`src/rtl/trace_pkg.sv`:
```
`default_nettype none
// ============================================================================
// Module   : trace_pkg
// Purpose  : Shared types and constants for the write-back trace buffer.
//            trace_entry_t is one retired register-file write
//            {pc, addr, data}, 69 bits packed.
// Revision : 1.0  initial release
// ============================================================================
package trace_pkg;

    typedef struct packed {
        logic [31:0] pc;
        logic [4:0]  addr;
        logic [31:0] data;
    } trace_entry_t;

    // Saturation ceiling of the dropped-record counter
    localparam logic [15:0] TRACE_DROP_MAX = 16'hFFFF;

endpackage : trace_pkg
`default_nettype wire

```
`src/rtl/wb_trace_buffer_if.sv`:
```
`default_nettype none
// ============================================================================
// Module   : wb_trace_buffer_if
// Purpose  : Bundles the WB-stage tap and the valid/ready trace read port.
//            master : drives wb_* and out_ready, observes out_*
//            slave  : the trace buffer (consumes wb_*, produces out_*)
// Revision : 1.0  initial release
// ============================================================================
interface wb_trace_buffer_if;
    logic        wb_en;
    logic [31:0] wb_pc;
    logic [4:0]  wb_addr;
    logic [31:0] wb_data;
    logic        out_valid;
    logic        out_ready;
    logic [31:0] out_pc;
    logic [4:0]  out_addr;
    logic [31:0] out_data;

    modport master (
        output wb_en, wb_pc, wb_addr, wb_data, out_ready,
        input  out_valid, out_pc, out_addr, out_data
    );

    modport slave (
        input  wb_en, wb_pc, wb_addr, wb_data, out_ready,
        output out_valid, out_pc, out_addr, out_data
    );
endinterface : wb_trace_buffer_if
`default_nettype wire

```
`src/rtl/trace_fifo.sv`:
```
`default_nettype none
// ============================================================================
// Module   : trace_fifo
// Purpose  : Show-ahead synchronous FIFO of trace_entry_t with occupancy count.
//            The caller guarantees push only when space exists (or a pop
//            happens in the same cycle) and pop only when count != 0.
// Ports    : clk, reset (async, active-high)
//            push/wr_entry  - write side
//            pop/rd_entry   - read side, rd_entry reflects head of queue
//            count          - records currently held (0..DEPTH)
// Revision : 1.0  initial release
// ============================================================================
module trace_fifo
    import trace_pkg::*;
#(
    parameter int DEPTH = 16,
    parameter int PTR_W = $clog2(DEPTH)
) (
    input  wire logic         clk,
    input  wire logic         reset,
    input  wire logic         push,
    input  wire logic         pop,
    input  wire trace_entry_t wr_entry,
    output trace_entry_t      rd_entry,
    output logic [PTR_W:0]    count
);

    trace_entry_t mem [DEPTH];

    logic [PTR_W-1:0] wr_ptr_d, wr_ptr_q;
    logic [PTR_W-1:0] rd_ptr_d, rd_ptr_q;
    logic [PTR_W:0]   count_d,  count_q;

    // Pointers wrap naturally because DEPTH is a power of two; full versus
    // empty is resolved by count, never by pointer comparison.
    always_comb begin
        wr_ptr_d = wr_ptr_q;
        rd_ptr_d = rd_ptr_q;
        count_d  = count_q;
        if (push) wr_ptr_d = wr_ptr_q + PTR_W'(1);
        if (pop)  rd_ptr_d = rd_ptr_q + PTR_W'(1);
        case ({push, pop})
            2'b10:   count_d = count_q + (PTR_W+1)'(1);
            2'b01:   count_d = count_q - (PTR_W+1)'(1);
            default: count_d = count_q;
        endcase
    end

    always_ff @(posedge clk or posedge reset) begin
        if (reset) begin
            wr_ptr_q <= '0;
            rd_ptr_q <= '0;
            count_q  <= '0;
        end else begin
            wr_ptr_q <= wr_ptr_d;
            rd_ptr_q <= rd_ptr_d;
            count_q  <= count_d;
        end
    end

    // Storage is not reset; contents are only meaningful while count != 0.
    always_ff @(posedge clk) begin
        if (push) mem[wr_ptr_q] <= wr_entry;
    end

    assign rd_entry = mem[rd_ptr_q];
    assign count    = count_q;

endmodule : trace_fifo
`default_nettype wire

```
`src/rtl/wb_trace_buffer.sv`:
```
`default_nettype none
// ============================================================================
// Module   : wb_trace_buffer
// Purpose  : Records every retired register-file write (except to $0) from
//            the WB stage into a trace FIFO drained over a valid/ready port.
//            A full buffer drops records and counts them; it never stalls.
// Ports    : clk, reset (async, active-high)
//            bus       - WB tap inputs and trace read port (slave modport)
//            count     - records currently held
//            overflow  - sticky, set once any record was dropped
//            drop_cnt  - dropped records, saturating at 16'hFFFF
// Revision : 1.0  initial release
// ============================================================================
module wb_trace_buffer
    import trace_pkg::*;
#(
    parameter int DEPTH = 16,
    parameter int PTR_W = $clog2(DEPTH)
) (
    input  wire logic       clk,
    input  wire logic       reset,
    wb_trace_buffer_if.slave bus,
    output logic [PTR_W:0]  count,
    output logic            overflow,
    output logic [15:0]     drop_cnt
);

    localparam logic [PTR_W:0] FULL_COUNT = (PTR_W+1)'(DEPTH);

    trace_entry_t wr_entry;
    trace_entry_t rd_entry;
    logic         push_req;
    logic         pop;
    logic         push_ok;
    logic         drop;
    logic         overflow_d, overflow_q;
    logic [15:0]  drop_cnt_d, drop_cnt_q;

    always_comb begin
        push_req = bus.wb_en && (bus.wb_addr != 5'd0);
        pop      = bus.out_valid && bus.out_ready;
        // A full buffer still accepts when the head leaves in the same cycle,
        // which sustains one-in/one-out at full occupancy.
        push_ok  = push_req && ((count != FULL_COUNT) || pop);
        drop     = push_req && !push_ok;
        wr_entry = '{pc: bus.wb_pc, addr: bus.wb_addr, data: bus.wb_data};

        overflow_d = overflow_q | drop;
        drop_cnt_d = drop_cnt_q;
        if (drop && (drop_cnt_q != TRACE_DROP_MAX))
            drop_cnt_d = drop_cnt_q + 16'd1;
    end

    always_ff @(posedge clk or posedge reset) begin
        if (reset) begin
            overflow_q <= 1'b0;
            drop_cnt_q <= 16'd0;
        end else begin
            overflow_q <= overflow_d;
            drop_cnt_q <= drop_cnt_d;
        end
    end

    trace_fifo #(
        .DEPTH (DEPTH),
        .PTR_W (PTR_W)
    ) u_fifo (
        .clk      (clk),
        .reset    (reset),
        .push     (push_ok),
        .pop      (pop),
        .wr_entry (wr_entry),
        .rd_entry (rd_entry),
        .count    (count)
    );

    // out_valid depends only on registered count, so out_ready never
    // reaches it combinationally.
    assign bus.out_valid = (count != '0);
    assign bus.out_pc    = rd_entry.pc;
    assign bus.out_addr  = rd_entry.addr;
    assign bus.out_data  = rd_entry.data;
    assign overflow      = overflow_q;
    assign drop_cnt      = drop_cnt_q;

endmodule : wb_trace_buffer
`default_nettype wire

```
`src/flat_wrapper.sv`:
```
// flat-port wrapper written by rule: the top's interface ports become plain ports
module wb_trace_buffer_flat import trace_pkg::*;
#(
    parameter int DEPTH = 16,
    parameter int PTR_W = $clog2(DEPTH)
)
  (clk, reset, count, overflow, drop_cnt, bus_wb_en, bus_wb_pc, bus_wb_addr, bus_wb_data, bus_out_ready, bus_out_valid, bus_out_pc, bus_out_addr, bus_out_data);
  wb_trace_buffer_if bus_i ();
  input  wire logic clk;
  input  wire logic reset;
  output logic [PTR_W:0] count;
  output logic overflow;
  output logic [15:0] drop_cnt;
  input wire logic [$bits(bus_i.wb_en)-1:0] bus_wb_en;
  input wire logic [$bits(bus_i.wb_pc)-1:0] bus_wb_pc;
  input wire logic [$bits(bus_i.wb_addr)-1:0] bus_wb_addr;
  input wire logic [$bits(bus_i.wb_data)-1:0] bus_wb_data;
  input wire logic [$bits(bus_i.out_ready)-1:0] bus_out_ready;
  output wire logic [$bits(bus_i.out_valid)-1:0] bus_out_valid;
  output wire logic [$bits(bus_i.out_pc)-1:0] bus_out_pc;
  output wire logic [$bits(bus_i.out_addr)-1:0] bus_out_addr;
  output wire logic [$bits(bus_i.out_data)-1:0] bus_out_data;
  assign bus_i.wb_en = bus_wb_en;
  assign bus_i.wb_pc = bus_wb_pc;
  assign bus_i.wb_addr = bus_wb_addr;
  assign bus_i.wb_data = bus_wb_data;
  assign bus_i.out_ready = bus_out_ready;
  assign bus_out_valid = bus_i.out_valid;
  assign bus_out_pc = bus_i.out_pc;
  assign bus_out_addr = bus_i.out_addr;
  assign bus_out_data = bus_i.out_data;
  wb_trace_buffer #(.DEPTH(DEPTH), .PTR_W(PTR_W)) u_core (.clk(clk), .reset(reset), .bus(bus_i), .count(count), .overflow(overflow), .drop_cnt(drop_cnt));
endmodule
```
`config.mk`:
```
export PLATFORM = sky130hd
export DESIGN_NAME = wb_trace_buffer_flat
export DESIGN_NICKNAME = d
export VERILOG_FILES = /design/src/rtl/trace_pkg.sv /design/src/rtl/wb_trace_buffer_if.sv /design/src/rtl/trace_fifo.sv /design/src/rtl/wb_trace_buffer.sv /design/src/flat_wrapper.sv
export SDC_FILE = /design/constraint.sdc
export NUM_CORES = 1
export LEC_CHECK = 0
export ABC_AREA = 1
export ABC_CLOCK_PERIOD_IN_PS = 11000
export CORE_MARGIN = 8
export CORE_UTILIZATION = 50
export DETAILED_ROUTE_END_ITERATION = 10
export PLACE_DENSITY = 0.65
export SLEW_MARGIN = 20
export SYNTH_ARGS = -nofsm -noshare
export SYNTH_HDL_FRONTEND = slang
export SYNTH_SLANG_ARGS = --single-unit
```
`constraint.sdc`:
```
create_clock -name clk -period 11 [get_ports clk]
set_clock_uncertainty 0.2 [all_clocks]
set_input_delay 2.2 -clock clk [delete_from_list [all_inputs] [get_ports clk]]
set_output_delay 2.2 -clock clk [all_outputs]
set_load 0.1 [all_outputs]
```
* Yosys cells after proc, flatten, opt, wreduce, memory -nomap -nowiden
Memory sizes are Yosys's and may differ from the RTL's.
Cells that the tools add are included.
** Word-level totals
- Bits in registers :: 30
- Memory bits (writable) :: 1104
- Bits of input ports :: 73
- Output and inout port bits :: 92
- Logic and storage cells :: 29
- Memories :: 1
** Cells by class
- Add/subtract/negate cells :: 5
- Eq/ne operators :: 4
- Mux-type cells :: 3
- Bitwise operators :: 1
- Reductions and logical operators :: 10
** Memories
- u_core.u_fifo.mem :: words 16, bits a word 69, rd ports 1, clocked after memory_dff 0, wr ports 1, line trace_fifo.sv:28 : trace_entry_t mem [DEPTH];
** Operator list (count)
- adder 16 x 1 -> 16 bit, second input constant :: 1
- inequality test 16 bit, second input constant :: 1
- one-hot mux 5 bit (2 select lines) :: 1
- nonzero test 5 bit :: 2
- adder 4 x 1 -> 4 bit, second input constant :: 2
- adder 5 x 1 -> 5 bit, second input constant :: 1
- logical AND 1 bit :: 5
- inequality test 5 bit, second input constant :: 1
- subtractor 5 x 1 -> 5 bit, second input constant :: 1
- == test 2 x 1 -> 1 bit, second input constant :: 1
- == test 2 bit, second input constant :: 1
- 2-to-1 mux 1 bit :: 2
- nonzero test 2 bit :: 1
- logical NOT 1 bit :: 1
- logical OR 1 bit :: 1
- OR 1 bit :: 1

* Logic depth before layout (Yosys ltp)
Gate-level depths: netlist of run 1.
- Depth after elaboration :: 7
- Depth in mapped cells :: 15
- Gate-level depth less buffers :: 15

* Cells and area by module
Synthesis of run 1 repeated with hierarchy kept, for this count alone.
** Second synthesis, totals
- Cell total of the unflattened synthesis :: 3749
- Area total of the unflattened synthesis :: 46066.7 um2
** Modules (own cells, without submodules)
- trace_fifo :: instances 1, cells each 3585, area each 44976.9 um2, seq. area each 33477.1 um2
- wb_trace_buffer :: instances 1, cells each 164, area each 1089.8 um2, seq. area each 425.4 um2

* Least setup slack after synthesis of run 1
OpenSTA, ideal clock, no wires.
- Path kind :: in2reg
- Start point :: in bus_wb_addr[3]
- End point :: mem u_core.u_fifo.mem[11][0] in the netlist's numbering (enable)
- Setup time :: 0.496 ns
- Data arrival time :: 5.590 ns
- Data required time :: 10.304 ns
- Slack :: 4.714 ns
- Stages :: 6
- Path buffers :: 0
- Cell sequence :: nor2_1 nand3_1 nand3_1 nor2_1 nand2_1 nor2_1
** On the way
- Longest elaborated chain between the ends :: 5
** Ends and longest elaborated chain
- start: declaration :: line flat_wrapper.sv:16 : input wire logic [$bits(bus_i.wb_addr)-1:0] bus_wb_addr;
- nonzero test 5 bit :: line wb_trace_buffer.sv:40 : push_req = bus.wb_en && (bus.wb_addr != 5'd0);
- logical AND 1 bit :: line wb_trace_buffer.sv:40
- logical AND 1 bit :: line wb_trace_buffer.sv:44 : push_ok = push_req && ((count != FULL_COUNT) || pop);
- 2-to-1 mux 1 bit :: line trace_fifo.sv:63 : if (push) mem[wr_ptr_q] <= wr_entry;
- 2-to-1 mux 1 bit (implied by the code) :: line trace_fifo.sv:63
- end: declaration :: line trace_fifo.sv:28
No other way between the ends.

* Final worst setup path of run 1
- Start point :: reg u_core.u_fifo.rd_ptr_q[0]
- End point :: out bus_out_data[22]
** On the way
- Longest elaborated chain between the ends :: 1
** Ends and longest elaborated chain
- start: declaration :: line trace_fifo.sv:31 : logic [PTR_W-1:0] rd_ptr_d, rd_ptr_q;
- start signal: assignment :: line trace_fifo.sv:56 : rd_ptr_q <= rd_ptr_d;
- memory (16 x 69 bit)
- end: declaration :: line flat_wrapper.sv:22 : output wire logic [$bits(bus_i.out_data)-1:0] bus_out_data;
No other way between the ends.

==> implementation parameters, run 1 <==
Parameter                              Value

Status
  Status    finished, final reports clean

Power and ir drop
  Switching share of power    a little over two fifths
  Switching Power    around 0.0067 W
  Worst vdd rail ir drop    around 0.26 mV
  Cell area power density    about 300 nW/um^2
  Leakage    between 15 and 20 nW
  Sequential Power Share    around a third
  Internal power of the cells    0.008876 W
  Part of the power in the clock network    24.1%
  Comb power frac    between 40% and 50%

Synth
  Yosys warnings    0
  Sequential element share of the synthesized area    72.31%
  Post-synthesis area per instance    ~13 sq um
  Syn Inst Count    around 3700
  Number of nets produced by synthesis    3807
  Cell area after synthesis    46880 sq um
  Yosys reg bits    1134
  Netlist cell types    31

Clock network
  Cell chosen for the clock root    sky130_fd_sc_hd__clkbuf_16
  Clock transition at path regs    60 ps
  Hold-fix buffers, CTS    0
  Clock tree from TritonCTS    done
  Buffers from clock root to sink, at most    3
  H-tree depth reported by CTS    3
  Clock buffer count from CTS    approximately 120
  Later-pin clock latency in the skew report    approximately 690 ps
  Number of buffers added for setup after CTS    0
  Clock net sink count    between 1000 and 1500
  Post-CTS sizing    0

Place
  Placer's final routability congestion estimate    ~0.76
  Total cell area at the placement stage    between 40000 and 50000 sq um
  Port Buffers    between 150 and 200
  Post-detailed-placement half-perimeter wirelength    between 50 and 60 mm

Routing
  Mean number of vias per cell    5.404
  Antenna Violating Nets Remaining    0
  DRC violations left    0
  Wire length per cell    20.55 um
  Drt first-iter violations    around 2600
  DRT Wirelength    106.2 mm
  Via count    ~28000
  Number of iterations in the first detailed-routing pass    5

Final layout
  Commonest cells after routing, fill and taps aside    1104 x sky130_fd_sc_hd__edfxtp_1, 574 x sky130_fd_sc_hd__inv_1, 431 x sky130_fd_sc_hd__nand2_1, 429 x sky130_fd_sc_hd__nand3_1, 276 x sky130_fd_sc_hd__o211ai_1
  Most common cell after layout, fill and taps aside    sky130_fd_sc_hd__edfxtp_1
  Final net count    3899
  Synth-to-Final Area Change    12.52%
  Share of post-route cells with drive strength above 1    6.063%
  Final std cell area, no fill    52750 sq um

Setup path
  Largest stage delay on the critical path    roughly 1100 ps
  Most prevalent standard cell on the critical path    sky130_fd_sc_hd__nand3_1
  Worst Path Required    about 8600 ps
  Cells along the critical path    buf_4 > buf_12 > o211ai_1 > nand3_1 > nand3_1 > nand2_1 > clkdlybuf4s50_1
  Largest fanout of any net on the critical path    204
  Nature of the critical path endpoint    output port
  Kind of critical path    flop to output port
  Buf/Inv on CP    3
  Family of cells with the greatest summed delay on the critical path    buffers and inverters
  Critical path arrival    about 5000 ps
  Startpoint type of the worst setup path    flop
  Slowest-stage cell, CP    sky130_fd_sc_hd__clkdlybuf4s50_1

STA
  Setup TNS    0 ps
  Final setup violation count    0
  Achievable frequency    about 0.14 GHz
  RSZ-0062 raised after global routing    false
  Worst-Margin Slew    ~1200 ps
  Max-slew violation count    0
  Time the final worst path needs with I/O delays and setup    7286 ps
  Part of the cycle the worst path needs    between 60% and 70%
  Final Hold Viols    0
  Worst slew margin relative to its limit    20.38%

Global routing
  Tot GR Track Use    ~20%
  Remaining global-route overflow    0
  Number of global-route vias before repair    around 26000
  Pin count of the biggest net entering global routing    roughly 240
  Number of antenna violations at the first check in global routing    5
  First-pass GRT wire length    160.7 mm

Die
  Die Area    103800 sq um
  Chip Width    322.2 um
  Row count    112
  Io pins    around 170
  Starting Density    50.31%
  Die height    ~320 um
  Placeable core area    around 93000 sq um

Hold path
  Path category of the worst min-delay check    flop to flop

Flow run
  Maximum capacitance violations    0
routing by layer:
metal  vias up  GRT usage, %  wire length, um
met1     13546         28.03            46410
li1      13391             -                -
met4         6         5.641             2148
met3       139         3.446             7097
met2       830         32.79            50450
met5         -             0               39
through the flow:
step | setup WS (ps) | utilization [%] | std cells | hold slack (ps) | total power, W
floorplan | 4714 | - | 3724 | 304.0 | 0.01061
global placement | 4444 | 52.62 | 4951 | 251.1 | 0.01190
detailed placement | 4419 | 52.62 | 4951 | 262.4 | 0.01195
CTS | 3643 | 56.54 | 5161 | 280.0 | 0.01572
global route | 3402 | 56.61 | 5165 | 297.4 | 0.01634
finish | 3714 | 56.61 | 5165 | 277.1 | 0.01559
worst paths after layout:
kind	slack, ps	depth (start not counted)	to	from
min in group asynchronous	1710	3	u_core.drop_cnt[13]	reset
worst max register to register	7170	8	u_core.u_fifo.mem[4][3]	u_core.u_fifo.count[4]
worst max-delay path	3710	7	bus_out_data[22]	u_core.u_fifo.rd_ptr_q[0]
max in group asynchronous	8530	3	u_core.u_fifo.rd_ptr_q[1]	reset
worst min register to register	280	1	u_core.overflow	u_core.overflow
worst min-delay path	280	1	u_core.overflow	u_core.overflow
cell families after synthesis:
kind of cell | Yosys count | synth area share [%]
flip-flops | 1134 | 72.31
buffers and inverters | 811 | 8.022
XOR/XNOR | 21 | 0.3923
AO/OA/AOI/OAI | 837 | 10.44
AND/OR/NAND/NOR | 911 | 8.553
adder cells (fa/ha/maj) | 10 | 0.2829
power by group through the flow:
stage	clock (W)	sequential [W]	combinational (W)
3_3_place_gp	0	0.00546	0.00644
5_1_grt	0.00399	0.00541	0.00694
4_1_cts	0.00383	0.00537	0.00651
3_5_place_dp	0	0.00546	0.00649
6_report	0.00376	0.00537	0.00646
2_1_floorplan	0	0.00552	0.00509
registers in the layout, summed over array words and instances (netlist names):
signal	flops
u_core.u_fifo.mem	1104
u_core.drop_cnt	16
u_core.u_fifo.count	5
u_core.u_fifo.rd_ptr_q	4
u_core.u_fifo.wr_ptr_q	4
u_core.overflow	1
final cells by class:
cell class	count	area, sq um
antenna	2	5.005
clock buffer	150	3099
clock inverter	60	556.8
fill	7469	40440
inverter	578	2177
multi-input combinational	1779	9341
sequential	1134	33920
tap	1254	1569
timing repair buffer	208	2087
synthesized netlist by cell type, drive strengths merged:
library cell	instances	area share [%]
nand3b	2	0.032
dfrtp	30	1.6
o211ai	276	4.4
clkbuf	62	0.51
a21oi	278	3.0
buf	171	2.9
or2	1	0.013
xnor2	8	0.15
xor2	13	0.24
fa	1	0.043
nand4	7	0.093
inv	578	4.6
nor2	33	0.28
nor3	5	0.064
edfxtp	1104	71
o21ai	283	3.0
ha	9	0.24
nand3	429	4.6
nand2	434	3.5
Power figures use the tool's default switching activity.
==> inputs of run 2 (changes only) <==
Settings changed: ABC_CLOCK_PERIOD_IN_PS 11000 to 7400.
Clock period 11 ns to 7.4 ns, I/O delays scaled along.
==> run 2 against run 1 <==
Effect of this change: sequential power rose by 50%; global-route usage up 0.23 points; sequential share of layout area down 0.20 points; combinational power up 49%; die area unchanged; critical path type unchanged.
==> implementation parameters, run 2 (synthesis results as in run 1) <==
Parameter                              Value

Die
  Chip Width    around 320 um
  Io pins    165
  Row count    112
  Starting Density    between 50 and 60%
  Die height    322.2 um
  Placeable core area    93190 sq um
  Die Area    103800 sq um

Clock network
  Hold-fix buffers, CTS    0
  Cell chosen for the clock root    sky130_fd_sc_hd__clkbuf_16
  Post-CTS sizing    0
  Clock buffer count from CTS    ~110
  H-tree depth reported by CTS    3
  Later-pin clock latency in the skew report    ~700 ps
  Clock net sink count    between 1000 and 1500
  Buffers from clock root to sink, at most    3
  Clock tree from TritonCTS    done
  Number of buffers added for setup after CTS    0
  Clock transition at path regs    about 60 ps

STA
  Worst slew margin relative to its limit    between 20% and 30%
  RSZ-0062 raised after global routing    false
  Worst-Margin Slew    1088 ps
  Final Hold Viols    0
  Part of the cycle the worst path needs    between 80% and 90%
  Post-route worst setup slack    roughly 1500 ps
  Final setup violation count    0
  Achievable frequency    ~0.17 GHz
  Time the final worst path needs with I/O delays and setup    5936 ps
  Setup TNS    0 ps
  Max-slew violation count    0

Hold path
  Start point of the worst hold path    u_core.overflow
  Cell depth of the worst min-delay path    1
  Path category of the worst min-delay check    flop to flop

Routing
  Via count    ~28000
  DRC violations left    0
  DRT Wirelength    approximately 110 mm
  Number of iterations in the first detailed-routing pass    7
  Mean number of vias per cell    5.435
  Wire length per cell    ~21 um
  Drt first-iter violations    about 2700
  Antenna Violating Nets Remaining    0

Global routing
  First-pass GRT wire length    163.1 mm
  Tot GR Track Use    about 20%
  Number of antenna violations at the first check in global routing    6
  Remaining global-route overflow    0
  Number of global-route vias before repair    27128
  Pin count of the biggest net entering global routing    between 150 and 200

Setup path
  Startpoint type of the worst setup path    flop
  Family of cells with the greatest summed delay on the critical path    buffers and inverters
  Worst Path Required    5720 ps
  Buf/Inv on CP    3
  Stages on worst setup path    5
  R2R Setup Slk    4200 ps
  Critical path launch point    u_core.u_fifo.rd_ptr_q[3]
  Kind of critical path    flop to output port
  Crit path capture    bus_out_data[4]
  Nature of the critical path endpoint    output port
  Slowest-stage cell, CP    sky130_fd_sc_hd__clkdlybuf4s50_1
  Critical path arrival    ~4300 ps
  Largest stage delay on the critical path    around 1200 ps
  Reg-to-reg critical path startpoint    u_core.u_fifo.count[4]
  Largest fanout of any net on the critical path    between 50 and 60
  Length in cells of the worst reg-to-reg path    8
  Cells along the critical path    inv_4 > buf_4 > nand3_1 > nand2_1 > clkdlybuf4s50_1
  Terminus of the critical flop-to-flop path    u_core.u_fifo.mem[4][8]

Power and ir drop
  Leakage    19.21 nW
  Total chip power    between 0.02 and 0.025 W
  Cell area power density    440.9 nW/um^2
  Worst vdd rail ir drop    approximately 0.38 mV

Final layout
  Most common cell after layout, fill and taps aside    sky130_fd_sc_hd__edfxtp_1
  Commonest cells after routing, fill and taps aside    1104 x sky130_fd_sc_hd__edfxtp_1, 574 x sky130_fd_sc_hd__inv_1, 431 x sky130_fd_sc_hd__nand2_1, 429 x sky130_fd_sc_hd__nand3_1, 276 x sky130_fd_sc_hd__o211ai_1
  Fillcell total    around 7500
  Synth-to-Final Area Change    12.87%
  Largest register FFs    1104
  Share of post-route cells with drive strength above 1    about 6.1%
  Final std cells w/o fill    5173
  Largest register by flop count    u_core.u_fifo.mem
  Final net count    3902

Place
  Pre-CTS WS    around 2000 ps
  Post-detailed-placement half-perimeter wirelength    56.04 mm
  Placer's final routability congestion estimate    ~0.75
  Placed cell count    4958
  Port Buffers    approximately 160

Flow run
  Maximum capacitance violations    0

Status
  Status    finished, final reports clean
run 2: worst min-delay path by stage:
stage / endpoint / slack [ps]
global route: u_core.overflow / 320
detailed placement: u_core.overflow / 250
floorplan: u_core.u_fifo.wr_ptr_q[2] / 300
CTS: u_core.overflow / 280
global placement: u_core.overflow / 250
finish: u_core.overflow / 280
run 2: final cells by class:
cell class,count,area [sq um],share of cell area (%)
inverter,578,2177,4.114
antenna,2,5.005,0.009458
clock inverter,59,558.0,1.055
tap,1254,1569,2.965
sequential,1134,33920,64.09
timing repair buffer,213,2235,4.223
multi-input combinational,1779,9341,17.65
clock buffer,154,3115,5.887
run 2: metrics by stage:
step,hold WS [ps],util (%),instance area [sq um]
3_3_place_gp,251.3,52.84,49240
2_1_floorplan,304.0,-,46890
6_report,277.0,56.79,52920
4_1_cts,279.7,56.78,52910
5_1_grt,317.9,56.78,52920
3_5_place_dp,254.1,52.84,49240
run 2: layer usage:
| metal | track usage (%) | wire length, um | vias to the layer above |
|---|---|---|---|
| li1 | - | - | 13405 |
| met1 | 27.63 | 46640 | 13783 |
| met2 | 34.25 | 52640 | 769 |
| met3 | 3.327 | 6497 | 151 |
| met4 | 5.393 | 2064 | 8 |
| met5 | 0 | 48 | - |
run 2: power breakdown:
| group | leakage (nW) | internal, W | total [W] | switching, W |
|---|---|---|---|---|
| Sequential | 10.3 | 0.00767 | 0.00805 | 0.000376 |
| Combinational | 7.08 | 0.00233 | 0.00963 | 0.00730 |
| Clock | 1.79 | 0.00331 | 0.00565 | 0.00234 |
| Total | 19.2 | 0.0133 | 0.0233 | 0.0100 |
